--- config.mk ---
export PLATFORM = sky130hd
export DESIGN_NAME = simmem_axi_responder
export DESIGN_NICKNAME = d
export VERILOG_FILES = /design/src/rtl/simmem_pkg.sv /design/src/rtl/simmem_axi_responder.sv
export SDC_FILE = /design/constraint.sdc
export NUM_CORES = 1
export LEC_CHECK = 0
export ABC_CLOCK_PERIOD_IN_PS = 6400
export BUFFER_PORTS_ARGS = -buffer_cell sky130_fd_sc_hd__buf_2
export CAP_MARGIN = 15
export CORE_MARGIN = 4
export CORE_UTILIZATION = 50
export DETAILED_ROUTE_END_ITERATION = 7
export HOLD_SLACK_MARGIN = 0.06
export PLACE_DENSITY = 0.72
export SYNTH_ARGS = -nofsm -noshare
export SYNTH_HDL_FRONTEND = slang
export SYNTH_SLANG_ARGS = --single-unit
--- constraint.sdc ---
create_clock -name clk_i -period 6.4 [get_ports clk_i]
set_input_delay 0.96 -clock clk_i [delete_from_list [all_inputs] [get_ports clk_i]]
set_output_delay 0.96 -clock clk_i [all_outputs]
set_load 0.05 [all_outputs]
--- src/rtl/simmem_pkg.sv ---
// Packet types and sizing shared by the simulated memory controller and its responder.
// Latency: n/a (types only).
// Backpressure: n/a (types only).
package simmem_pkg;

  localparam int unsigned IdWidth              = 4;
  localparam int unsigned AddrWidth            = 20;
  localparam int unsigned BurstLenWidth        = 3;
  localparam int unsigned MaxBurstLenField     = 2;
  localparam int unsigned XRespWidth           = 10;
  localparam int unsigned MaxBurstEffSizeBytes = 16;
  localparam int unsigned WStrbWidth           = 4;
  localparam int unsigned DataWidth            = MaxBurstEffSizeBytes;

  typedef struct packed {
    logic [IdWidth-1:0]       id;
    logic [AddrWidth-1:0]     addr;
    logic [BurstLenWidth-1:0] burst_len;
  } waddr_t;

  typedef struct packed {
    logic [IdWidth-1:0]       id;
    logic [AddrWidth-1:0]     addr;
    logic [BurstLenWidth-1:0] burst_len;
  } raddr_t;

  typedef struct packed {
    logic [DataWidth-1:0]  data;
    logic [WStrbWidth-1:0] strb;
    logic                  last;
  } wdata_t;

  typedef struct packed {
    logic [IdWidth-1:0]    id;
    logic [XRespWidth-1:0] rsp;
  } wrsp_t;

  typedef struct packed {
    logic [IdWidth-1:0]    id;
    logic [DataWidth-1:0]  data;
    logic [WStrbWidth-1:0] response;
    logic                  last;
  } rdata_t;

endpackage

--- src/rtl/simmem_axi_responder.sv ---
// Behavioural memory stand-in: answers write bursts with one response and read addresses with data bursts.
// Latency: read beat 0 one cycle after raddr accept; wrsp one cycle after the final wdata beat.
// Backpressure: address ready drops when its FIFO is full; a final wdata beat stalls while wrsp is occupied and not drained.
module simmem_axi_responder
  import simmem_pkg::*;
#(
  parameter int unsigned WAddrQueueDepth = 4,
  parameter int unsigned RAddrQueueDepth = 4
) (
  input  logic   clk_i,
  input  logic   rst_ni,
  input  waddr_t waddr_i,
  input  logic   waddr_in_valid_i,
  output logic   waddr_in_ready_o,
  input  wdata_t wdata_i,
  input  logic   wdata_in_valid_i,
  output logic   wdata_in_ready_o,
  output wrsp_t  wrsp_o,
  output logic   wrsp_out_valid_o,
  input  logic   wrsp_out_ready_i,
  input  raddr_t raddr_i,
  input  logic   raddr_in_valid_i,
  output logic   raddr_in_ready_o,
  output rdata_t rdata_o,
  output logic   rdata_out_valid_o,
  input  logic   rdata_out_ready_i
);

  localparam int unsigned WPtrW = $clog2(WAddrQueueDepth);
  localparam int unsigned RPtrW = $clog2(RAddrQueueDepth);
  localparam int unsigned CntW  = MaxBurstLenField + 1;

  localparam logic [WPtrW:0]  WPtrOne = {{WPtrW{1'b0}}, 1'b1};
  localparam logic [RPtrW:0]  RPtrOne = {{RPtrW{1'b0}}, 1'b1};
  localparam logic [CntW-1:0] CntOne  = {{(CntW-1){1'b0}}, 1'b1};

  // Index of the final beat: burst field clamped so oversize values never wrap to a short burst.
  function automatic logic [CntW-1:0] last_beat_idx(input logic [BurstLenWidth-1:0] len);
    int unsigned sh;
    if (32'(len) > MaxBurstLenField) sh = MaxBurstLenField;
    else                             sh = 32'(len);
    return (CntOne << sh) - CntOne;
  endfunction

  // ---------------- write path ----------------
  waddr_t           wq_mem_q [WAddrQueueDepth];
  logic [WPtrW:0]   wq_wptr_q, wq_wptr_d, wq_rptr_q, wq_rptr_d;
  logic [CntW-1:0]  wcnt_q, wcnt_d;
  logic             wrsp_vld_q, wrsp_vld_d;
  wrsp_t            wrsp_dat_q, wrsp_dat_d;
  waddr_t           wq_head;
  logic             wq_empty, wq_full, w_final, waddr_hs, wdata_hs, w_done, wrsp_hs;

  assign wq_head  = wq_mem_q[wq_rptr_q[WPtrW-1:0]];
  assign wq_empty = (wq_wptr_q == wq_rptr_q);
  assign wq_full  = (wq_wptr_q[WPtrW] != wq_rptr_q[WPtrW]) &&
                    (wq_wptr_q[WPtrW-1:0] == wq_rptr_q[WPtrW-1:0]);

  assign w_final  = (wcnt_q == last_beat_idx(wq_head.burst_len)) || wdata_i.last;

  assign waddr_in_ready_o = !wq_full;
  assign wdata_in_ready_o = !wq_empty && !(w_final && wrsp_vld_q && !wrsp_out_ready_i);
  assign wrsp_out_valid_o = wrsp_vld_q;
  assign wrsp_o           = wrsp_vld_q ? wrsp_dat_q : '0;

  assign waddr_hs = waddr_in_valid_i && waddr_in_ready_o;
  assign wdata_hs = wdata_in_valid_i && wdata_in_ready_o;
  assign w_done   = wdata_hs && w_final;
  assign wrsp_hs  = wrsp_vld_q && wrsp_out_ready_i;

  // Write-side next state: FIFO pointers, beat counter, and the response register (reload beats clear).
  always_comb begin
    wq_wptr_d  = wq_wptr_q;
    wq_rptr_d  = wq_rptr_q;
    wcnt_d     = wcnt_q;
    wrsp_vld_d = wrsp_vld_q;
    wrsp_dat_d = wrsp_dat_q;
    if (waddr_hs) wq_wptr_d = wq_wptr_q + WPtrOne;
    if (wdata_hs) begin
      if (w_final) begin
        wq_rptr_d = wq_rptr_q + WPtrOne;
        wcnt_d    = '0;
      end else begin
        wcnt_d    = wcnt_q + CntOne;
      end
    end
    if (w_done) begin
      wrsp_vld_d = 1'b1;
      wrsp_dat_d = '{id: wq_head.id, rsp: wq_head.addr[XRespWidth-1:0]};
    end else if (wrsp_hs) begin
      wrsp_vld_d = 1'b0;
    end
  end

  // Write-side state registers; reset abandons queued and partial bursts.
  always_ff @(posedge clk_i or negedge rst_ni) begin
    if (!rst_ni) begin
      wq_wptr_q  <= '0;
      wq_rptr_q  <= '0;
      wcnt_q     <= '0;
      wrsp_vld_q <= 1'b0;
      wrsp_dat_q <= '0;
    end else begin
      wq_wptr_q  <= wq_wptr_d;
      wq_rptr_q  <= wq_rptr_d;
      wcnt_q     <= wcnt_d;
      wrsp_vld_q <= wrsp_vld_d;
      wrsp_dat_q <= wrsp_dat_d;
    end
  end

  // Write-address storage; contents are don't-care until the pointers cover them.
  always_ff @(posedge clk_i) begin
    if (waddr_hs) wq_mem_q[wq_wptr_q[WPtrW-1:0]] <= waddr_i;
  end

  // ---------------- read path ----------------
  raddr_t           rq_mem_q [RAddrQueueDepth];
  logic [RPtrW:0]   rq_wptr_q, rq_wptr_d, rq_rptr_q, rq_rptr_d;
  logic [CntW-1:0]  rcnt_q, rcnt_d;
  raddr_t           rq_head;
  logic             rq_empty, rq_full, r_last, raddr_hs, rdata_hs;

  assign rq_head  = rq_mem_q[rq_rptr_q[RPtrW-1:0]];
  assign rq_empty = (rq_wptr_q == rq_rptr_q);
  assign rq_full  = (rq_wptr_q[RPtrW] != rq_rptr_q[RPtrW]) &&
                    (rq_wptr_q[RPtrW-1:0] == rq_rptr_q[RPtrW-1:0]);
  assign r_last   = (rcnt_q == last_beat_idx(rq_head.burst_len));

  assign raddr_in_ready_o  = !rq_full;
  assign rdata_out_valid_o = !rq_empty;
  assign raddr_hs          = raddr_in_valid_i && raddr_in_ready_o;
  assign rdata_hs          = rdata_out_valid_o && rdata_out_ready_i;

  // Read beat is a pure function of the head request and beat index; zeros when idle.
  always_comb begin
    rdata_o = '0;
    if (!rq_empty) begin
      rdata_o.id       = rq_head.id;
      rdata_o.data     = rq_head.addr[MaxBurstEffSizeBytes-1:0] + DataWidth'(rcnt_q);
      rdata_o.response = WStrbWidth'(rcnt_q);
      rdata_o.last     = r_last;
    end
  end

  // Read-side next state: pop and rewind the beat counter on the last-beat handshake.
  always_comb begin
    rq_wptr_d = rq_wptr_q;
    rq_rptr_d = rq_rptr_q;
    rcnt_d    = rcnt_q;
    if (raddr_hs) rq_wptr_d = rq_wptr_q + RPtrOne;
    if (rdata_hs) begin
      if (r_last) begin
        rq_rptr_d = rq_rptr_q + RPtrOne;
        rcnt_d    = '0;
      end else begin
        rcnt_d    = rcnt_q + CntOne;
      end
    end
  end

  // Read-side state registers.
  always_ff @(posedge clk_i or negedge rst_ni) begin
    if (!rst_ni) begin
      rq_wptr_q <= '0;
      rq_rptr_q <= '0;
      rcnt_q    <= '0;
    end else begin
      rq_wptr_q <= rq_wptr_d;
      rq_rptr_q <= rq_rptr_d;
      rcnt_q    <= rcnt_d;
    end
  end

  // Read-address storage.
  always_ff @(posedge clk_i) begin
    if (raddr_hs) rq_mem_q[rq_wptr_q[RPtrW-1:0]] <= raddr_i;
  end

endmodule

**Word-level counts from Yosys, hierarchy flattened**

Memory sizes are Yosys's and may differ from the RTL's.
Index checks and enable logic that the tools add are counted.

- Output and inout bits: 44
- Bits in writable memories: 216
- Flip-flop bits (word level): 33
- Word-level logic and storage cells: 65
- Memories: 2
- Input bits: 82

Memories:

| name | depth | width | rd ports | clocked after Yosys merged registers in | wr ports | line | RTL |
|---|---|---|---|---|---|---|---|
| rq_mem_q | 4 | 27 | 1 | 0 | 1 | simmem_axi_responder.sv:118 | `raddr_t rq_mem_q [RAddrQueueDepth];` |
| wq_mem_q | 4 | 27 | 1 | 0 | 1 | simmem_axi_responder.sv:46 | `waddr_t wq_mem_q [WAddrQueueDepth];` |

- Mux-type cells: 12
- $add $sub $neg: 9
- Shift operators: 2
- Reductions and logical operators: 21
- Order comparisons: 2
- Equal/unequal tests: 8

Operators with widths:

| operator | count |
|---|---|
| $shl A1 B32 Y3 const A | 2 |
| $mux W25 | 1 |
| $add A3 B1 Y3 const B | 6 |
| $add A16 B3 Y16 | 1 |
| $mux W14 | 1 |
| $eq A3 B3 Y1 | 4 |
| $mux W3 | 4 |
| $logic_and A1 B1 Y1 | 11 |
| $gt A3 B2 Y1 const B | 2 |
| $logic_not A1 Y1 | 6 |
| $mux W1 | 6 |
| $sub A3 B1 Y3 const B | 2 |
| $eq A2 B2 Y1 | 2 |
| $reduce_and A2 Y1 | 2 |
| $ne A1 B1 Y1 | 2 |
| $reduce_bool A2 Y1 | 1 |
| $logic_or A1 B1 Y1 | 1 |

**Logic depth before layout (Yosys ltp)**

Gate-level depths: netlist (run 1).
An unclocked memory read counts as a cell.

- Depth after elaboration: 14
- Gate-level depth with buffers: 12
- Gate-level depth less buffers: 9

**Worst setup path before layout (run 1)**

OpenSTA, ideal clock, no wires.

- Kind: register -> output
- From: register rq_rptr_q[0]
- To: output port rdata_o[18] (netlist name)
- Data required time: 5.440 ns
- Path buffers: 3
- Stages on the path, launching flop included: 12
- Arrival: 3.599 ns
- Path slack: 1.841 ns
- Path through: dfrtp_1 > buf_2 > buf_2 > buf_2 > mux4_2 > ha_1 > a21o_1 > a21o_1 > and2_1 > nand2_1 > or3_1 > a21oi_1

RTL lines:

| what | line | RTL |
|---|---|---|
| start, declared | simmem_axi_responder.sv:119 | `logic [RPtrW:0] rq_wptr_q, rq_wptr_d, rq_rptr_q, rq_rptr_d;` |
| start signal, assigned | simmem_axi_responder.sv:170 | `rq_rptr_q <= rq_rptr_d;` |
| end, declared | simmem_axi_responder.sv:24 | `output rdata_t rdata_o,` |

==> results of run 1 <==
## worst reg2reg max path, stage by stage, from the launching register on
cell and delay [ps]:
sky130_fd_sc_hd__dfrtp_1 950, sky130_fd_sc_hd__mux4_2 470, sky130_fd_sc_hd__or4_4 540, sky130_fd_sc_hd__a211oi_4 240
sky130_fd_sc_hd__buf_4 330, sky130_fd_sc_hd__mux2_2 390
## kinds of logic after synthesis
logic type                 count (synthesis)
other                                      1
xor gates and xnor gates                  26
DFF                                      193
muxes                                     55
adders and majority gates                 16
and+or+nand+nor                          114
AOI/OAI and AO/OA                         28
buffers and inverters                     21
## routing by layer
metal / vias to the layer above / GRT usage [%] / wire (um)
li1: 1950 / - / -
met1: 2133 / 20.0 / 5960
met2: 111 / 30.5 / 7930
met3: 15 / 4.66 / 733
met4: 0 / 5.38 / 177
met5: - / 0 / 0
## final timing paths
kind                            slack, ps  cells past startpoint                    endpoint
worst max-delay path                 2070                     10                 rdata_o[18]
worst min-delay path                  490                      1    rq_wptr_q[2]$_DFFE_PN0P_
worst max register to register       3380                      5  wrsp_dat_q[12]$_DFFE_PN0P_
worst min register to register        490                      1    rq_wptr_q[2]$_DFFE_PN0P_
max in group asynchronous            5250                      1    rq_rptr_q[2]$_DFFE_PN0P_
min in group asynchronous             620                      1    wq_wptr_q[0]$_DFFE_PN0P_
## sequential cells by signal, summed over array words and instances, names as in the netlist
signal and count:
wq_rptr_q 3, wcnt_q 3, wq_wptr_q 3, rcnt_q 3
rq_rptr_q 3, rq_mem_q 92, rq_wptr_q 3, wrsp_out_valid_o 1
wq_mem_q 68, wrsp_dat_q 14
## metrics by stage
stage	hold WS, ps	worst slack, ps	instances
final	485	2070	787
after global routing	515	1890	787
after CTS	488	2000	787
after detailed placement	478	2480	755
after global placement	474	2520	755
after floorplan	460	1840	454
## Yosys cell counts, drive strengths merged (7+ instances only)
master	number	area, um^2
xnor2	8	70.1
buf	7	58.8
inv	7	26.3
clkbuf	7	26.3
nand2	24	90.1
and3	8	50.1
o21ai	10	50.1
xor2	18	158
dfrtp	33	826
mux2	16	214
ha	15	188
edfxtp	160	4800
mux4	38	871
and2	29	181
nor2	26	97.6
## placed cells by master, fill, tap and decap left out, types with 7 or more instances in the layout
cell type                   instances
sky130_fd_sc_hd__o21ai_0           10
sky130_fd_sc_hd__buf_2             90
sky130_fd_sc_hd__clkbuf_16         17
sky130_fd_sc_hd__and2_1            29
sky130_fd_sc_hd__xor2_1            18
sky130_fd_sc_hd__buf_4              9
sky130_fd_sc_hd__inv_1              7
sky130_fd_sc_hd__nand2_1           24
sky130_fd_sc_hd__ha_1              15
sky130_fd_sc_hd__mux4_2            34
sky130_fd_sc_hd__edfxtp_1         160
sky130_fd_sc_hd__mux2_2             7
sky130_fd_sc_hd__mux2_4             9
sky130_fd_sc_hd__and3_1             8
sky130_fd_sc_hd__bufinv_16          7
sky130_fd_sc_hd__nor2_1            26
sky130_fd_sc_hd__dfrtp_1           33
sky130_fd_sc_hd__xnor2_1            8
## final cells by class
cell class              count  area [um^2]
repair buffers             99          518
well taps                 216          270
multi-input cells         240         2320
flip-flops and latches    193         5630
clock inverters             9          224
fillers                  1167         6350
inverters                   7         26.3
clock buffers              23          488
==> Implementation_results.wiki, run 1 <==
{| class="wikitable"
! Metric !! Value
|-
| Worst EP required || 5440 ps
|-
| Crit path from || rq_rptr_q[1]$_DFFE_PN0P_
|-
| Maximum fanout along the worst path || 17
|-
| Utilization after layout || between 50% and 60%
|-
| Detail Route Antenna Nets || 0
|-
| Largest family of logic cells by synthesized area || multiplexers
|-
| Dominant register cell in the synthesized netlist || sky130_fd_sc_hd__edfxtp_1
|-
| Family with the most delay on the worst path || simple AND/OR/NAND/NOR gates
|-
| IO Port Bufs || 90
|-
| Final global-route overflow total || 0
|-
| Detailed placer's ending HPWL || 9460 um
|-
| H-tree depth || 4
|-
| Die span in y || between 100 and 150 um
|-
| Critical path capture point type || output port
|-
| Crit share post-route || 67.6%
|-
| Number of failing hold endpoints at the final stage || 0
|-
| Sum of routed wire length over all layers || between 10000 and 15000 um
|-
| Clock root buffer master || sky130_fd_sc_hd__clkbuf_16
|-
| Critical path launch point type || flop
|-
| Max Transition Viols Final || 0
|-
| Synth-to-layout area growth || 17.6%
|-
| Headroom to the max-slew limit || a little over a third
|-
| Complex-gate fraction of the synthesized area || under 10%
|-
| Antenna violations before repair || 0
|-
| Number of clock buffers inserted by TritonCTS || 17
|-
| Number of global-route vias before repair || about 4500
|-
| Gates resized, CTS repair || 0
|-
| Worst path cell trace || buf_4 -> mux4_2 -> ha_1 -> a21o_1 -> a21o_1 -> and2_1 -> nand2_1 -> or3_1 -> a21oi_1 -> buf_2
|-
| Longest individual stage delay on the worst path || between 500 and 600 ps
|-
| Synthesis Warnings || 0
|-
| Clk slew on worst S/H paths || about 60 ps
|-
| Placed inst area || 8770 um^2
|-
| Post-detailed-route DRC marker count || 0
|-
| Status || complete, no violations
|-
| Crit Path Category || flop to output port
|-
| Count of buffer and inverter cells on the critical path || 2
|-
| Hold Startpoint || rq_wptr_q[2]$_DFFE_PN0P_
|-
| Share of layout cells above drive strength 1 || a little under a third
|-
| First-pass GRT wire length || about 23000 um
|-
| Post-CTS setup buffers || 0
|-
| Max stage delay cell, worst path || sky130_fd_sc_hd__dfrtp_1
|-
| TritonCTS Sinks || just under 200
|-
| Clock Skews || 9.53 ps
|-
| Basic-gate share of the synthesized area counting and, or, nand and nor cells || 7.37%
|-
| Setup tns final || 0 ps
|-
| Number of placement rows || 46
|-
| Average size of a mapped cell || 17.8 um^2
|-
| Longest Clk Path Bufs || 2
|-
| Cell count after synthesis || around 450
|-
| Antenna diode count || 0
|-
| Synthesized net count || 552
|-
| Data arrival, critical path || 3370 ps
|-
| Ratio of routed vias to standard cells || between 5 and 6
|-
| Ports || about 130
|-
| Number of search-and-repair iterations in the first detailed-routing pass || 4
|-
| Final number of setup-violating endpoints || 0
|-
| Share of async-settable or async-resettable flops after synthesis || 17.1%
|-
| Seq/Total Area, Yosys || a little over two thirds
|-
| Adder and majority gate portion of the synthesized area || 2.58%
|-
| Number of distinct library cells after synthesis || 45
|-
| Count of routing violations after the opening detailed-route iteration || between 200 and 250
|-
| Initial Util || approximately half
|-
| Launch point of the worst reg-to-reg path || wq_rptr_q[1]$_DFFE_PN0P_
|-
| Type of the tightest min-delay check || flop to flop
|-
| Xor/xnor share of the synthesized area || under 10%
|-
| Mapped cell area || around 8100 um^2
|-
| Maximum frequency from static timing analysis || roughly 230 MHz
|-
| Insertion delay of the later-clocked pin in the worst-skew pair || roughly 430 ps
|-
| FF+latch count, synth || just under 200
|-
| Average wire per cell in the routed design || 18.8 um
|-
| Final critical-path required period || between 4000 and 5000 ps
|-
| Die width || 135 um
|-
| Gp weighted congestion || a little under 0.8
|-
| Post-layout nets || between 600 and 700
|-
| Via count || around 4200
|-
| Measured slew at the worst slew-check pin || between 900 and 1000 ps
|-
| Overall die area || roughly 18000 um^2
|-
| Count of hold buffers inserted by post-cts repair || 0
|-
| Number of enable-type register cells in the synthesized netlist || 160
|-
| TritonCTS clock tree || done
|-
| Maximum number of pins on one net before global-route repair || 34
|-
| Final instance area || about 9500 um^2
|-
| Std-Cell Core Area || approximately 16000 um^2
|-
| Worst path most repeated cell || sky130_fd_sc_hd__a21o_1
|-
| Overall track demand over capacity in global routing || between 15 and 20%
|-
| Portion of netlist area occupied by mux cells || a little over an eighth
|-
| Unrepaired setup endpoints after global routing || no
|-
| Max-cap check violation count || 0
|}
Power of run 1 is left out: the tool's default activity adds up to more than one toggle a clock period on the data nets, which glitch-free logic cannot reach.
==> run 2, diff against run 1 <==
--- a/config.mk
+++ b/config.mk
@@ -5,14 +5,14 @@
 export SDC_FILE = /design/constraint.sdc
 export NUM_CORES = 1
 export LEC_CHECK = 0
-export ABC_CLOCK_PERIOD_IN_PS = 6400
+export ABC_CLOCK_PERIOD_IN_PS = 3600
 export BUFFER_PORTS_ARGS = -buffer_cell sky130_fd_sc_hd__buf_2
 export CAP_MARGIN = 15
 export CORE_MARGIN = 4
 export CORE_UTILIZATION = 50
 export DETAILED_ROUTE_END_ITERATION = 7
 export HOLD_SLACK_MARGIN = 0.06
-export PLACE_DENSITY = 0.72
+export PLACE_DENSITY = 0.75
 export SYNTH_ARGS = -nofsm -noshare
 export SYNTH_HDL_FRONTEND = slang
 export SYNTH_SLANG_ARGS = --single-unit
==> constraint.sdc (replaced) <==
create_clock -name clk_i -period 3.6 [get_ports clk_i]
set_input_delay 0.54 -clock clk_i [delete_from_list [all_inputs] [get_ports clk_i]]
set_output_delay 0.54 -clock clk_i [all_outputs]
set_load 0.05 [all_outputs]
==> Implementation_results.wiki, run 2 (synthesized netlist as in run 1, its figures left out) <==
{| class="wikitable"
! Metric !! Value
|-
| Maximum number of pins on one net before global-route repair || 34 (unchanged)
|-
| Detailed placer's ending HPWL || 9830 um (+3.9%)
|-
| IO Port Bufs || 90 (unchanged)
|-
| Type of the tightest min-delay check || input port to asynchronous set/reset pin
|-
| Leading cell type in the layout, fill and taps excluded || sky130_fd_sc_hd__edfxtp_1
|-
| Setup tns final || 0 ps (unchanged)
|-
| Die span in y || 135 um (unchanged)
|-
| Clock root buffer master || sky130_fd_sc_hd__clkbuf_16
|-
| Antenna violations before repair || 0 (unchanged)
|-
| Detail Route Antenna Nets || 0 (unchanged)
|-
| Max Transition Viols Final || 0 (unchanged)
|-
| Unrepaired setup endpoints after global routing || no
|-
| Worst EP required || 3060 ps (-2380 ps)
|-
| Post-layout nets || 665 (+1.4%)
|-
| Die width || 135 um (unchanged)
|-
| Crit Path Category || flop to output port
|-
| Number of global-route vias before repair || 4449 (-0.91%)
|-
| Final instance area || 9540 um^2 (+0.62%)
|-
| Number of failing hold endpoints at the final stage || 0 (unchanged)
|-
| Longest individual stage delay on the worst path || 550 ps (-20 ps)
|-
| Status || complete, no violations
|-
| TritonCTS Sinks || 193 (unchanged)
|-
| H-tree depth || 4 (unchanged)
|-
| Critical path launch point type || flop
|-
| Placed inst area || 8870 um^2 (+1.2%)
|-
| Clock Skews || 6.86 ps (-2.67 ps)
|-
| Count of routing violations after the opening detailed-route iteration || 231 (-5.3%)
|-
| Final number of setup-violating endpoints || 0 (unchanged)
|-
| Clk slew on worst S/H paths || 70 ps (about the same)
|-
| Data arrival, critical path || 2920 ps (-450 ps)
|-
| Overall die area || 18200 um^2 (unchanged)
|-
| Final non-filler cell total || 796 (+1.1%)
|-
| Maximum frequency from static timing analysis || around 290 MHz
|-
| Max stage delay cell, worst path || sky130_fd_sc_hd__mux4_2
|-
| TritonCTS clock tree || done
|-
| Initial Util || 50.9% (unchanged)
|-
| Average wire per cell in the routed design || 18.7 um (-0.56%)
|-
| Worst path most repeated cell || sky130_fd_sc_hd__a21o_1
|-
| Final critical-path required period || roughly 3500 ps
|-
| Measured slew at the worst slew-check pin || 940 ps (-28.8 ps)
|-
| Via count || 4281 (+1.7%)
|-
| Insertion delay of the later-clocked pin in the worst-skew pair || 420 ps (about the same)
|-
| Share of layout cells above drive strength 1 || 36.6% (+4.9 points)
|-
| Commonest cells after routing, fill and taps aside || 160 x sky130_fd_sc_hd__edfxtp_1, 87 x sky130_fd_sc_hd__buf_2, 34 x sky130_fd_sc_hd__mux4_2
|-
| Number of placement rows || 46 (unchanged)
|-
| First-pass GRT wire length || 23600 um (+1.1%)
|-
| Gp weighted congestion || 0.770 (-2.9%)
|-
| Ratio of routed vias to standard cells || 5.38 (+0.56%)
|-
| Max-cap check violation count || 0 (unchanged)
|-
| Overall track demand over capacity in global routing || 17.2% (+0.13 points)
|-
| Critical path capture point type || output port
|-
| Post-detailed-route DRC marker count || 0 (unchanged)
|-
| Placed Instances || 761 (+0.79%)
|-
| Worst path cell trace || mux4_2 -> ha_1 -> a21o_1 -> a21o_1 -> and2_4 -> nand2_2 -> or3_4 -> a21oi_4 -> buf_6
|-
| Ports || 126 (unchanged)
|-
| Number of clock buffers inserted by TritonCTS || 17 (unchanged)
|-
| Number of search-and-repair iterations in the first detailed-routing pass || 4 (unchanged)
|-
| Antenna diode count || 0 (unchanged)
|-
| Synth-to-layout area growth || 18.3%
|-
| Sum of routed wire length over all layers || 14900 um (+0.57%)
|-
| Longest Clk Path Bufs || 2 (unchanged)
|-
| Largest register FFs || 92 (unchanged)
|-
| Crit share post-route || a little over nine tenths
|-
| Headroom to the max-slew limit || 37.3% (+1.9 points)
|-
| Std-Cell Core Area || 15800 um^2 (unchanged)
|-
| Final global-route overflow total || 0 (unchanged)
|-
| Maximum fanout along the worst path || 5 (-12)
|}
## run 2: cell count changes in the layout (fill, tap and decap cells not counted), moves of 3 or more
cell and change:
sky130_fd_sc_hd__buf_4 +8, sky130_fd_sc_hd__clkinv_4 +3, sky130_fd_sc_hd__bufinv_16 -5, sky130_fd_sc_hd__a21oi_1 -3, sky130_fd_sc_hd__nor2_2 +8, sky130_fd_sc_hd__nor2_1 -9
sky130_fd_sc_hd__buf_2 -3, sky130_fd_sc_hd__buf_6 +4, sky130_fd_sc_hd__clkbuf_8 -3
## run 2: timing repair
| item | CTS | global route |
|---|---|---|
| resized for setup | 6 | 11 |
| pin swaps | 0 | 1 |
| hold buffers | 0 | 0 |
| setup buffers | 2 | 1 |
| endpoints found under the setup margin | 3 | 5 |
| hold endpoints to repair | 0 | 0 |
## run 2: stage by stage
stage / setup WS [ps] / hold slack, ps / util, %
after floorplan: 35.7 / 244 / -
after global placement: 341 / 473 / 56.0
after detailed placement: 277 / 481 / 56.0
after CTS: 3.16 / 259 / 59.9
after global routing: 4.12 / 283 / 60.3
final: 142 / 230 / 60.3
## run 2: worst paths after layout
path,slack (ps),cells past startpoint,from,to
max in group asynchronous,2780,1,rst_ni,rq_rptr_q[1]$_DFFE_PN0P_
worst min register to register,490,1,wq_rptr_q[2]$_DFFE_PN0P_,wq_rptr_q[2]$_DFFE_PN0P_
worst max-delay path,140,9,rq_rptr_q[0]$_DFFE_PN0P_,rdata_o[18]
worst max register to register,810,5,wq_rptr_q[1]$_DFFE_PN0P_,wrsp_dat_q[9]$_DFFE_PN0P_
min in group clk_i,330,1,waddr_i[6],wq_mem_q[1][6]$_DFFE_PP_
worst min-delay path,230,1,rst_ni,rcnt_q[1]$_DFFE_PN0P_
## run 2: critical path, delay by kind of cell (launching register included)
| family | cells | cell delay [ps] |
|---|---|---|
| AO/OA/AOI/OAI | 3 | 450 |
| flip-flops | 1 | 420 |
| adder cells (fa/ha/maj) | 1 | 300 |
| AND/OR/NAND/NOR | 3 | 620 |
| multiplexers | 1 | 550 |
| buffers and inverters | 1 | 170 |
## run 2: final cells by class
cell class              instances  area [um^2]
fillers                      1163         6290
flip-flops and latches        193         5630
multi-input cells             240         2420
repair buffers                108          608
clock buffers                  20          447
well taps                     216          270
clock inverters                12          133
inverters                       7         26.3
## run 2: routing by layer
layer / routed length, um / GRT usage, %
met1: 6020 / 20.7
met2: 7900 / 30.2
met3: 821 / 5.10
met4: 146 / 4.82
met5: 0 / 0
Power of run 2 is left out for the same reason.
==> run 3, diff against run 2 <==
--- a/config.mk
+++ b/config.mk
@@ -9,10 +9,11 @@
 export BUFFER_PORTS_ARGS = -buffer_cell sky130_fd_sc_hd__buf_2
 export CAP_MARGIN = 15
 export CORE_MARGIN = 4
-export CORE_UTILIZATION = 50
+export CORE_UTILIZATION = 45
 export DETAILED_ROUTE_END_ITERATION = 7
 export HOLD_SLACK_MARGIN = 0.06
-export PLACE_DENSITY = 0.75
+export PLACE_DENSITY = 0.68
+export SLEW_MARGIN = 25
 export SYNTH_ARGS = -nofsm -noshare
 export SYNTH_HDL_FRONTEND = slang
 export SYNTH_SLANG_ARGS = --single-unit
==> Implementation_results.wiki, run 3 (synthesized netlist as in run 1, its figures left out) <==
{| class="wikitable"
! Metric !! Value
|-
| Longest Clk Path Bufs || 2 (unchanged)
|-
| Final number of setup-violating endpoints || 0 (unchanged)
|-
| Crit Path Category || flop to output port
|-
| Number of search-and-repair iterations in the first detailed-routing pass || 4 (unchanged)
|-
| Worst hold slack across all endpoints || 219 ps (-10.7 ps)
|-
| Std-Cell Core Area || 17400 um^2 (+10%)
|-
| Critical path capture point type || output port
|-
| Fillcell total || 1418 (+22%)
|-
| Placed inst area || 8890 um^2 (+0.21%)
|-
| Gp weighted congestion || 0.785 (+2.0%)
|-
| Final global-route overflow total || 0 (unchanged)
|-
| TritonCTS Sinks || 193 (unchanged)
|-
| Largest register FFs || 92 (unchanged)
|-
| Count of routing violations after the opening detailed-route iteration || 175 (-24%)
|-
| Antenna diode count || 0 (unchanged)
|-
| Setup tns final || 0 ps (unchanged)
|-
| Data arrival, critical path || 2960 ps (+40 ps)
|-
| Clk slew on worst S/H paths || 70 ps (about the same)
|-
| Overall track demand over capacity in global routing || 15.8% (-1.3 points)
|-
| H-tree depth || 4 (unchanged)
|-
| Type of the tightest min-delay check || input port to asynchronous set/reset pin
|-
| Die span in y || 142 um (+5.1%)
|-
| Number of placement rows || 48 (+4.3%)
|-
| Critical path launch point type || flop
|-
| Detail Route Antenna Nets || 0 (unchanged)
|-
| Unrepaired setup endpoints after global routing || yes
|-
| Clock Skews || 8.26 ps (+1.40 ps)
|-
| Max-cap check violation count || 0 (unchanged)
|-
| Crit share post-route || 97.2% (+1.1 points)
|-
| Headroom to the max-slew limit || 37.0% (-0.26 points)
|-
| Number of global-route vias before repair || 4593 (+3.2%)
|-
| Number of clock buffers inserted by TritonCTS || 17 (unchanged)
|-
| Via count || 4234 (-1.1%)
|-
| Die width || 142 um (+5.1%)
|-
| Detailed placer's ending HPWL || 10100 um (+2.6%)
|-
| Worst EP required || 3060 ps (about the same)
|-
| Leading cell type in the layout, fill and taps excluded || sky130_fd_sc_hd__edfxtp_1
|-
| Ports || 126 (unchanged)
|-
| Overall die area || 20100 um^2 (+10%)
|-
| Share of layout cells above drive strength 1 || 36.4% (-0.11 points)
|-
| Initial Util || 46.3% (-4.6 points)
|-
| Max Transition Viols Final || 0 (unchanged)
|-
| Clock root buffer master || sky130_fd_sc_hd__clkbuf_16
|-
| Antenna violations before repair || 2 (+2)
|-
| Final instance area || 9500 um^2 (-0.34%)
|-
| Status || complete, no violations
|-
| Final critical-path required period || 3500 ps (+41.3 ps)
|-
| Measured slew at the worst slew-check pin || 944 ps (+3.87 ps)
|-
| Commonest cells after routing, fill and taps aside || 160 x sky130_fd_sc_hd__edfxtp_1, 87 x sky130_fd_sc_hd__buf_2, 34 x sky130_fd_sc_hd__mux4_2
|-
| Maximum fanout along the worst path || 5 (unchanged)
|-
| Post-detailed-route DRC marker count || 0 (unchanged)
|-
| Sum of routed wire length over all layers || 15000 um (+0.84%)
|-
| Insertion delay of the later-clocked pin in the worst-skew pair || 420 ps (about the same)
|-
| Maximum number of pins on one net before global-route repair || 34 (unchanged)
|-
| Maximum frequency from static timing analysis || 286 MHz (-1.2%)
|-
| Average wire per cell in the routed design || 18.7 um (-0.16%)
|-
| Post-layout nets || 664 (-0.15%)
|-
| TritonCTS clock tree || done
|-
| Ratio of routed vias to standard cells || 5.27 (-2.1%)
|-
| First-pass GRT wire length || 24300 um (+3.0%)
|-
| Number of failing hold endpoints at the final stage || 0 (unchanged)
|-
| Synth-to-layout area growth || 17.9%
|-
| IO Port Bufs || 90 (unchanged)
|}
==> run 3: stage by stage <==
stage | util, % | setup WS [ps] | cells
2_1_floorplan | - | 35.7 | 454
3_3_place_gp | 51.0 | 338 | 771
3_5_place_dp | 51.0 | 301 | 771
4_1_cts | 54.5 | 15.9 | 804
5_1_grt | 54.6 | -37.9 | 804
6_report | 54.6 | 101 | 804
==> run 3: cell type report <==
cell class | count | area, um^2 | share of cell area (%)
Inverter | 7 | 26.3 | 0.276
Clock inverter | 13 | 118 | 1.24
Clock buffer | 19 | 443 | 4.66
Tap cell | 225 | 282 | 2.96
Timing Repair Buffer | 107 | 597 | 6.28
Multi-Input combinational cell | 240 | 2410 | 25.3
Sequential cell | 193 | 5630 | 59.3
==> run 3: worst max-delay path, cell delays in order, from the launching register on <==
cell	delay [ps]
sky130_fd_sc_hd__dfrtp_2	430
sky130_fd_sc_hd__mux4_2	560
sky130_fd_sc_hd__buf_4	170
sky130_fd_sc_hd__fa_2	370
sky130_fd_sc_hd__a21o_1	210
sky130_fd_sc_hd__nand3_1	90
sky130_fd_sc_hd__nor2_1	70
sky130_fd_sc_hd__and3b_1	220
sky130_fd_sc_hd__xnor2_2	230
sky130_fd_sc_hd__nor2_4	50
sky130_fd_sc_hd__buf_6	150
==> run 3: timing repair <==
| item | CTS | global route |
|---|---|---|
| setup buffers | 1 | 0 |
| setup endpoints to repair | 3 | 5 |
| gates resized for setup | 8 | 6 |
| endpoints found under the hold margin | 0 | 0 |
| hold buffers | 0 | 0 |
==> run 3: worst paths after layout <==
| path | endpoint | slack (ps) | from | cells past startpoint |
|---|---|---|---|---|
| worst max register to register | wrsp_dat_q[12]$_DFFE_PN0P_ | 890 | wq_rptr_q[1]$_DFFE_PN0P_ | 7 |
| min in group clk_i | wq_mem_q[0][6]$_DFFE_PP_ | 320 | waddr_i[6] | 1 |
| worst min-delay path | wq_wptr_q[0]$_DFFE_PN0P_ | 220 | rst_ni | 1 |
| worst max-delay path | rdata_o[17] | 100 | rq_rptr_q[0]$_DFFE_PN0P_ | 10 |
| worst min register to register | rq_wptr_q[2]$_DFFE_PN0P_ | 490 | rq_wptr_q[2]$_DFFE_PN0P_ | 1 |
| max in group asynchronous | rq_rptr_q[0]$_DFFE_PN0P_ | 2790 | rst_ni | 1 |
==> run 3: routing by layer <==
layer	track usage [%]	vias up	part of all wire [%]
met2	28.6	115	53
met4	4.60	4	0.99
met1	18.2	2131	39
met3	4.72	15	6.1
met5	0	-	0.17
li1	-	1969	-
Power of run 3 is left out for the same reason.
